<file path="src/rtl/guess_display_pkg.sv">
// ---------------------------------------------------------------------------
// guess_display_pkg
//   Shared types and constants for the guess display stage.
//   - state_t    : display FSM states (IDLE, WAIT, PLAY, WON)
//   - SEG_LUT    : 16-entry active-low {g,f,e,d,c,b,a} glyph table, 0..F
//   - SEG_BLANK  : all segments off
//   - seg_encode : nibble -> glyph helper
// ---------------------------------------------------------------------------
package guess_display_pkg;

  typedef enum logic [1:0] {
    S_IDLE = 2'd0,  // no guess evaluated yet
    S_WAIT = 2'd1,  // guess latched, waiting for the game core flags
    S_PLAY = 2'd2,  // at least one over/under result seen
    S_WON  = 2'd3   // equal seen; display frozen, equal LED blinks
  } state_t;

  // Index 0 is the leftmost element thanks to the [0:15] range.
  localparam logic [0:15][6:0] SEG_LUT = {
    7'h40, 7'h79, 7'h24, 7'h30,  // 0 1 2 3
    7'h19, 7'h12, 7'h02, 7'h78,  // 4 5 6 7
    7'h00, 7'h10, 7'h08, 7'h03,  // 8 9 A b
    7'h46, 7'h21, 7'h06, 7'h0E   // C d E F
  };

  localparam logic [6:0] SEG_BLANK = 7'h7F;

  function automatic logic [6:0] seg_encode(input logic [3:0] nibble);
    return SEG_LUT[nibble];
  endfunction

endpackage

</file>
<file path="src/rtl/guess_display_hex7seg.sv">
// ---------------------------------------------------------------------------
// hex7seg
//   Combinational 4-bit to 7-segment decoder, active-low outputs.
//   Ports:
//     value  in  4  nibble to display
//     blank  in  1  force all segments off
//     seg    out 7  {g,f,e,d,c,b,a}, active-low
// ---------------------------------------------------------------------------
module hex7seg
  import guess_display_pkg::*;
(
  input  logic [3:0] value,
  input  logic       blank,
  output logic [6:0] seg
);

  always_comb begin
    seg = SEG_BLANK;
    if (!blank) begin
      seg = seg_encode(value);
    end
  end

endmodule

</file>
<file path="src/rtl/guess_display.sv">
// ---------------------------------------------------------------------------
// guess_display
//   Display stage for the number-guessing game. Latches each entered guess,
//   waits FLAG_DELAY cycles for the game core to publish its result flags,
//   then counts the attempt (BCD, saturating) and lights the result LED.
//   Once the guess is correct everything freezes and led_equal blinks.
//
//   Ports:
//     clk, reset          clock, synchronous active-high reset
//     enter               raw enter level (rising edge starts a guess)
//     guess[7:0]          current guess value
//     dp_over/under/equal game core result flags
//     hex0, hex1          latched guess, low / high nibble (blank until first)
//     hex2, hex3          attempt count, BCD ones / tens
//     led_over/led_under  last evaluated result
//     led_equal           won; blinks with half-period BLINK_CYCLES
//   All outputs come straight from registers.
// ---------------------------------------------------------------------------
module guess_display
  import guess_display_pkg::*;
#(
  parameter int FLAG_DELAY   = 2,         // 1..15
  parameter int BLINK_CYCLES = 25000000,  // >= 1
  parameter int MAX_ATTEMPTS = 99         // <= 99
) (
  input  logic       clk,
  input  logic       reset,
  input  logic       enter,
  input  logic [7:0] guess,
  input  logic       dp_over,
  input  logic       dp_under,
  input  logic       dp_equal,
  output logic [6:0] hex0,
  output logic [6:0] hex1,
  output logic [6:0] hex2,
  output logic [6:0] hex3,
  output logic       led_over,
  output logic       led_under,
  output logic       led_equal
);

  // The counter is loaded with FLAG_DELAY-1 on the edge cycle and the flags
  // are sampled when it reads zero, i.e. exactly FLAG_DELAY cycles after
  // the edge was detected.
  localparam logic [3:0] DELAY_LOAD = 4'(FLAG_DELAY - 1);

  localparam int BLINK_W = (BLINK_CYCLES > 1) ? $clog2(BLINK_CYCLES) : 1;
  localparam logic [BLINK_W-1:0] BLINK_LAST = BLINK_W'(BLINK_CYCLES - 1);

  localparam logic [3:0] MAX_TENS = 4'(MAX_ATTEMPTS / 10);
  localparam logic [3:0] MAX_ONES = 4'(MAX_ATTEMPTS % 10);

  // -------------------------------------------------------------------------
  // State
  // -------------------------------------------------------------------------
  logic               enter_q_reg;
  state_t             state_reg,     state_next;
  state_t             prev_reg,      prev_next;      // state to resume on bad flags
  logic [3:0]         delay_reg,     delay_next;
  logic [7:0]         guess_reg,     guess_next;
  logic               shown_reg,     shown_next;     // a guess has been latched
  logic [3:0]         ones_reg,      ones_next;
  logic [3:0]         tens_reg,      tens_next;
  logic               led_over_reg,  led_over_next;
  logic               led_under_reg, led_under_next;
  logic               led_equal_reg, led_equal_next;
  logic [BLINK_W-1:0] blink_cnt_reg, blink_cnt_next;
  logic [6:0]         hex_reg [4];

  logic enter_edge;
  logic flags_one_hot;
  logic at_max;

  assign enter_edge    = enter & ~enter_q_reg;
  assign flags_one_hot = $onehot({dp_over, dp_under, dp_equal});
  assign at_max        = (tens_reg == MAX_TENS) && (ones_reg == MAX_ONES);

  // -------------------------------------------------------------------------
  // Next-state logic
  // -------------------------------------------------------------------------
  always_comb begin
    state_next     = state_reg;
    prev_next      = prev_reg;
    delay_next     = delay_reg;
    guess_next     = guess_reg;
    shown_next     = shown_reg;
    ones_next      = ones_reg;
    tens_next      = tens_reg;
    led_over_next  = led_over_reg;
    led_under_next = led_under_reg;
    led_equal_next = led_equal_reg;
    blink_cnt_next = blink_cnt_reg;

    case (state_reg)
      S_IDLE, S_PLAY: begin
        if (enter_edge) begin
          guess_next = guess;
          shown_next = 1'b1;
          delay_next = DELAY_LOAD;
          prev_next  = state_reg;
          state_next = S_WAIT;
        end
      end

      S_WAIT: begin
        // Enter edges are deliberately not looked at here.
        if (delay_reg != 4'd0) begin
          delay_next = delay_reg - 4'd1;
        end else if (flags_one_hot) begin
          if (!at_max) begin
            if (ones_reg == 4'd9) begin
              ones_next = 4'd0;
              tens_next = tens_reg + 4'd1;
            end else begin
              ones_next = ones_reg + 4'd1;
            end
          end
          led_over_next  = dp_over;
          led_under_next = dp_under;
          led_equal_next = dp_equal;
          blink_cnt_next = '0;
          state_next     = dp_equal ? S_WON : S_PLAY;
        end else begin
          // Ambiguous result: nothing counted, LEDs untouched.
          state_next = prev_reg;
        end
      end

      S_WON: begin
        if (blink_cnt_reg == BLINK_LAST) begin
          blink_cnt_next = '0;
          led_equal_next = ~led_equal_reg;
        end else begin
          blink_cnt_next = blink_cnt_reg + BLINK_W'(1);
        end
      end

      default: state_next = S_IDLE;
    endcase
  end

  // -------------------------------------------------------------------------
  // Registers
  // -------------------------------------------------------------------------
  always_ff @(posedge clk) begin
    if (reset) begin
      enter_q_reg   <= 1'b0;
      state_reg     <= S_IDLE;
      prev_reg      <= S_IDLE;
      delay_reg     <= 4'd0;
      guess_reg     <= 8'h00;
      shown_reg     <= 1'b0;
      ones_reg      <= 4'd0;
      tens_reg      <= 4'd0;
      led_over_reg  <= 1'b0;
      led_under_reg <= 1'b0;
      led_equal_reg <= 1'b0;
      blink_cnt_reg <= '0;
    end else begin
      enter_q_reg   <= enter;
      state_reg     <= state_next;
      prev_reg      <= prev_next;
      delay_reg     <= delay_next;
      guess_reg     <= guess_next;
      shown_reg     <= shown_next;
      ones_reg      <= ones_next;
      tens_reg      <= tens_next;
      led_over_reg  <= led_over_next;
      led_under_reg <= led_under_next;
      led_equal_reg <= led_equal_next;
      blink_cnt_reg <= blink_cnt_next;
    end
  end

  // -------------------------------------------------------------------------
  // Segment outputs: decode the next values and register the glyphs so the
  // pins are flop-driven while still showing a new guess one cycle after
  // its edge.
  // -------------------------------------------------------------------------
  logic [3:0] digit_next [4];
  logic       blank_next [4];
  logic [6:0] seg_next   [4];

  assign digit_next[0] = guess_next[3:0];
  assign digit_next[1] = guess_next[7:4];
  assign digit_next[2] = ones_next;
  assign digit_next[3] = tens_next;
  assign blank_next[0] = ~shown_next;
  assign blank_next[1] = ~shown_next;
  assign blank_next[2] = 1'b0;
  assign blank_next[3] = 1'b0;

  generate
    for (genvar gi = 0; gi < 4; gi++) begin : g_digit
      // Guess digits reset blank, attempt digits reset to "0".
      localparam logic [6:0] RESET_GLYPH = (gi < 2) ? SEG_BLANK : SEG_LUT[0];

      hex7seg u_dec (
        .value (digit_next[gi]),
        .blank (blank_next[gi]),
        .seg   (seg_next[gi])
      );

      always_ff @(posedge clk) begin
        if (reset) begin
          hex_reg[gi] <= RESET_GLYPH;
        end else begin
          hex_reg[gi] <= seg_next[gi];
        end
      end
    end
  endgenerate

  assign hex0      = hex_reg[0];
  assign hex1      = hex_reg[1];
  assign hex2      = hex_reg[2];
  assign hex3      = hex_reg[3];
  assign led_over  = led_over_reg;
  assign led_under = led_under_reg;
  assign led_equal = led_equal_reg;

endmodule

</file>
<file path="config.mk">
export PLATFORM = sky130hd
export DESIGN_NAME = guess_display
export DESIGN_NICKNAME = d
export VERILOG_FILES = /design/src/rtl/guess_display_pkg.sv /design/src/rtl/guess_display_hex7seg.sv /design/src/rtl/guess_display.sv
export SDC_FILE = /design/constraint.sdc
export NUM_CORES = 1
export LEC_CHECK = 0
export BUFFER_PORTS_ARGS = -buffer_cell sky130_fd_sc_hd__buf_4
export CAP_MARGIN = 20
export CORE_MARGIN = 3
export CORE_UTILIZATION = 55
export DETAILED_ROUTE_END_ITERATION = 10
export PLACE_DENSITY_LB_ADDON = 0.1
export SKIP_LAST_GASP = 1
export SLEW_MARGIN = 30
export SYNTH_ARGS = -nofsm -noshare
export SYNTH_HDL_FRONTEND = slang
export SYNTH_SLANG_ARGS = --single-unit
</file>
<file path="constraint.sdc">
create_clock -name clk -period 3.3 [get_ports clk]
set_clock_uncertainty 0.05 [all_clocks]
set_input_delay 0.495 -clock clk [delete_from_list [all_inputs] [get_ports clk]]
set_output_delay 0.495 -clock clk [all_outputs]
set_load 0.02 [all_outputs]
</file>
==> impl_metrics.tcl <==
set metrics [dict create \
    status "finished clean" \
    clockBufferDepth 2 \
    rows 31 \
    seqCellArea_um2 1640 \
    clk_pin_slew_ns 0.09 \
    synth_cell_types 59 \
    globalRouteMet1Util_pct 27.6 \
    finalNetCount 559 \
    rsz0062_at_grt "no" \
    met3_usage_pct 5.39 \
    cts_root_buf "clkbuf_8" \
    finalCriticalPeriod_ns 2.90 \
    area_growth_pct 16.1 \
    coreArea_um2 7330 \
    multiInputGateArea_um2 2400 \
    netlist_area_um2 4220 \
    numCtsBuffers 9 \
    die_area_um2 8750 \
    drc_errors 0 \
    path_class "in -> reg" \
    dp_hpwl_um 5950 \
    numClockSinks 82 \
    overflow 0 \
    timing.final.crit_share_pct 87.8 \
    required_ns 3.50 \
    drive_gt1_share_pct 19.1 \
    worst_slew_pin_slew_ns 0.530 \
    relSlewSlack_pct 64.6 \
    ant_nets 0 \
    p_leak_nw 2.01 \
    busiest_layer "met2" \
    ctsHoldBuffers 0 \
    initialDrtViolationCount 154 \
    grt_start_max_net_pins 46 \
    final_cell_mix "dfxtp_1 (82), buf_4 (64), nor2_1 (62), nand2_1 (30), ha_1 (30)" \
    async_flop_share_pct 0 \
    io_buffers 44 \
    cp_max_fo 9 \
    cap_viol_max_count 0 \
    synth_top_flop_cell "dfxtp_1" \
    wl_per_cell_um 13.8 \
    num_vias 3388 \
    largest_reg_flops 28 \
    hold_viol_final 0 \
    setup_tns_ns 0 \
    gp_congestion 0.871 \
    reg2reg_slack_ns 0.61 \
    die_w_um 93.5 \
    io_pins 45 \
    cts_resized 0 \
    hold_path_class "in -> reg" \
    synth_edf_count 0 \
    firstDrtPassIters 4 \
    setup_viol 0 \
    grt_pass1_vias 3203 \
    avgSynthCellArea_um2 9.16 \
    vias_per_cell 5.48 \
    max-vdd-ir-drop_uv 260 \
    drv_slew 0 \
    power_per_cell_area_nw_per_um2 412 \
    ys_warn_count 0 \
    fmax_mhz 345 \
    die_h_um 93.5 \
    postSynthCellCount 460 \
    critPathCaptureType "flop" \
    htreeDepth 3 \
    final_area_um2 4900 \
    fill_cells 590 \
    grt.total_usage_pct 20.5 \
    grt_pass1_wl_um 14500 \
    cts_tree "done" \
    start_util_pct 57.5 \
    cp.arrival_ns 3.10 \
    ys_seq_area_share_pct 38.9 \
    routed_wl_um 8520 \
    clock_latency_ns 0.36 \
    post_cts_buffers 0 \
    antenna_found_initial 0 \
    antennaDiodeCount 0 \
    synth-seq-cells 82 \
    place_area_um2 4720 \
    worst_setup_path_start_kind "input pin" \
    syn-num-nets 505 \
    use_met2_pct 31.7 \
    final_common_cell "dfxtp_1" \
]
per-layer routing:
layer / wire (um) / up-vias / part of all wire, %
met4: 119 / 0 / 1.4
met3: 434 / 12 / 5.1
li1: - / 1728 / -
met1: 4150 / 1565 / 49
met5: 0 / - / 0
met2: 3810 / 83 / 45
per-stage QoR:
step | hold WS, ns | utilization [%] | power (mW) | cells | setup WS [ns]
after floorplan | 0.403 | - | 1.28 | 460 | 0.413
after global placement | 0.412 | 64.4 | 1.37 | 602 | 0.156
after detailed placement | 0.412 | 64.4 | 1.38 | 602 | 0.0405
after CTS | 0.317 | 66.8 | 2.04 | 618 | 0.412
after global routing | 0.327 | 66.8 | 2.12 | 618 | 0.165
final | 0.329 | 66.8 | 2.02 | 618 | 0.402
cells in the mapped netlist, drive strengths merged (9+ instances only):
cell,count,share of area (%)
dfxtp,82,39
inv,19,1.7
nor2,62,5.5
xnor2,10,2.1
nand3,16,1.9
xor2,16,3.5
ha,30,8.9
o21ai,14,1.7
nor3,9,1.2
buf,13,1.8
mux2i,19,5.2
a21oi,23,2.7
nand2,30,2.7
critical path, stage by stage:
cell and delay, ns:
buf_4 0.09, inv_1 0.05, fa_1 0.51, and4bb_1 0.50, o211ai_1 0.17, nand2_1 0.11
o31a_1 0.27, inv_1 0.14, ha_1 0.28, mux2_2 0.28, a22o_1 0.20
layout make-up:
type                       instances  area share (%)
clock buffer                       9            2.53
multi-input combinational        338            49.1
sequential                        82            33.5
inverter                          19            1.46
tap                               99            2.53
clock inverter                     7            1.07
timing repair buffer              64            9.81
cells by family (layout without fill, tap and decap cells):
family | count (synthesis) | count (layout) | share of synthesized area (%)
XOR/XNOR | 26 | 26 | 5.58
AND/OR/NAND/NOR | 179 | 179 | 22.9
multiplexers | 24 | 24 | 6.80
buffers and inverters | 40 | 99 | 4.19
flip-flops | 82 | 82 | 38.9
AO/OA/AOI/OAI | 78 | 78 | 12.2
adder cells (fa/ha/maj) | 31 | 31 | 9.38
report_power, final:
group / total (mW) / leakage, nW / switching [mW] / internal, mW
Sequential: 1.04 / 0.666 / 0.0183 / 1.03
Clock: 0.655 / 0.0783 / 0.379 / 0.276
Combinational: 0.317 / 1.26 / 0.182 / 0.136
final timing paths:
kind                   end  cells after the start         start
min reg2reg      led_under                      2     led_under
max          hex_reg[2][5]                     11       dp_over
min            enter_q_reg                      2         enter
max reg2reg  hex_reg[3][3]                     11  delay_reg[0]
No activity file was read; power rests on OpenSTA's default activity.
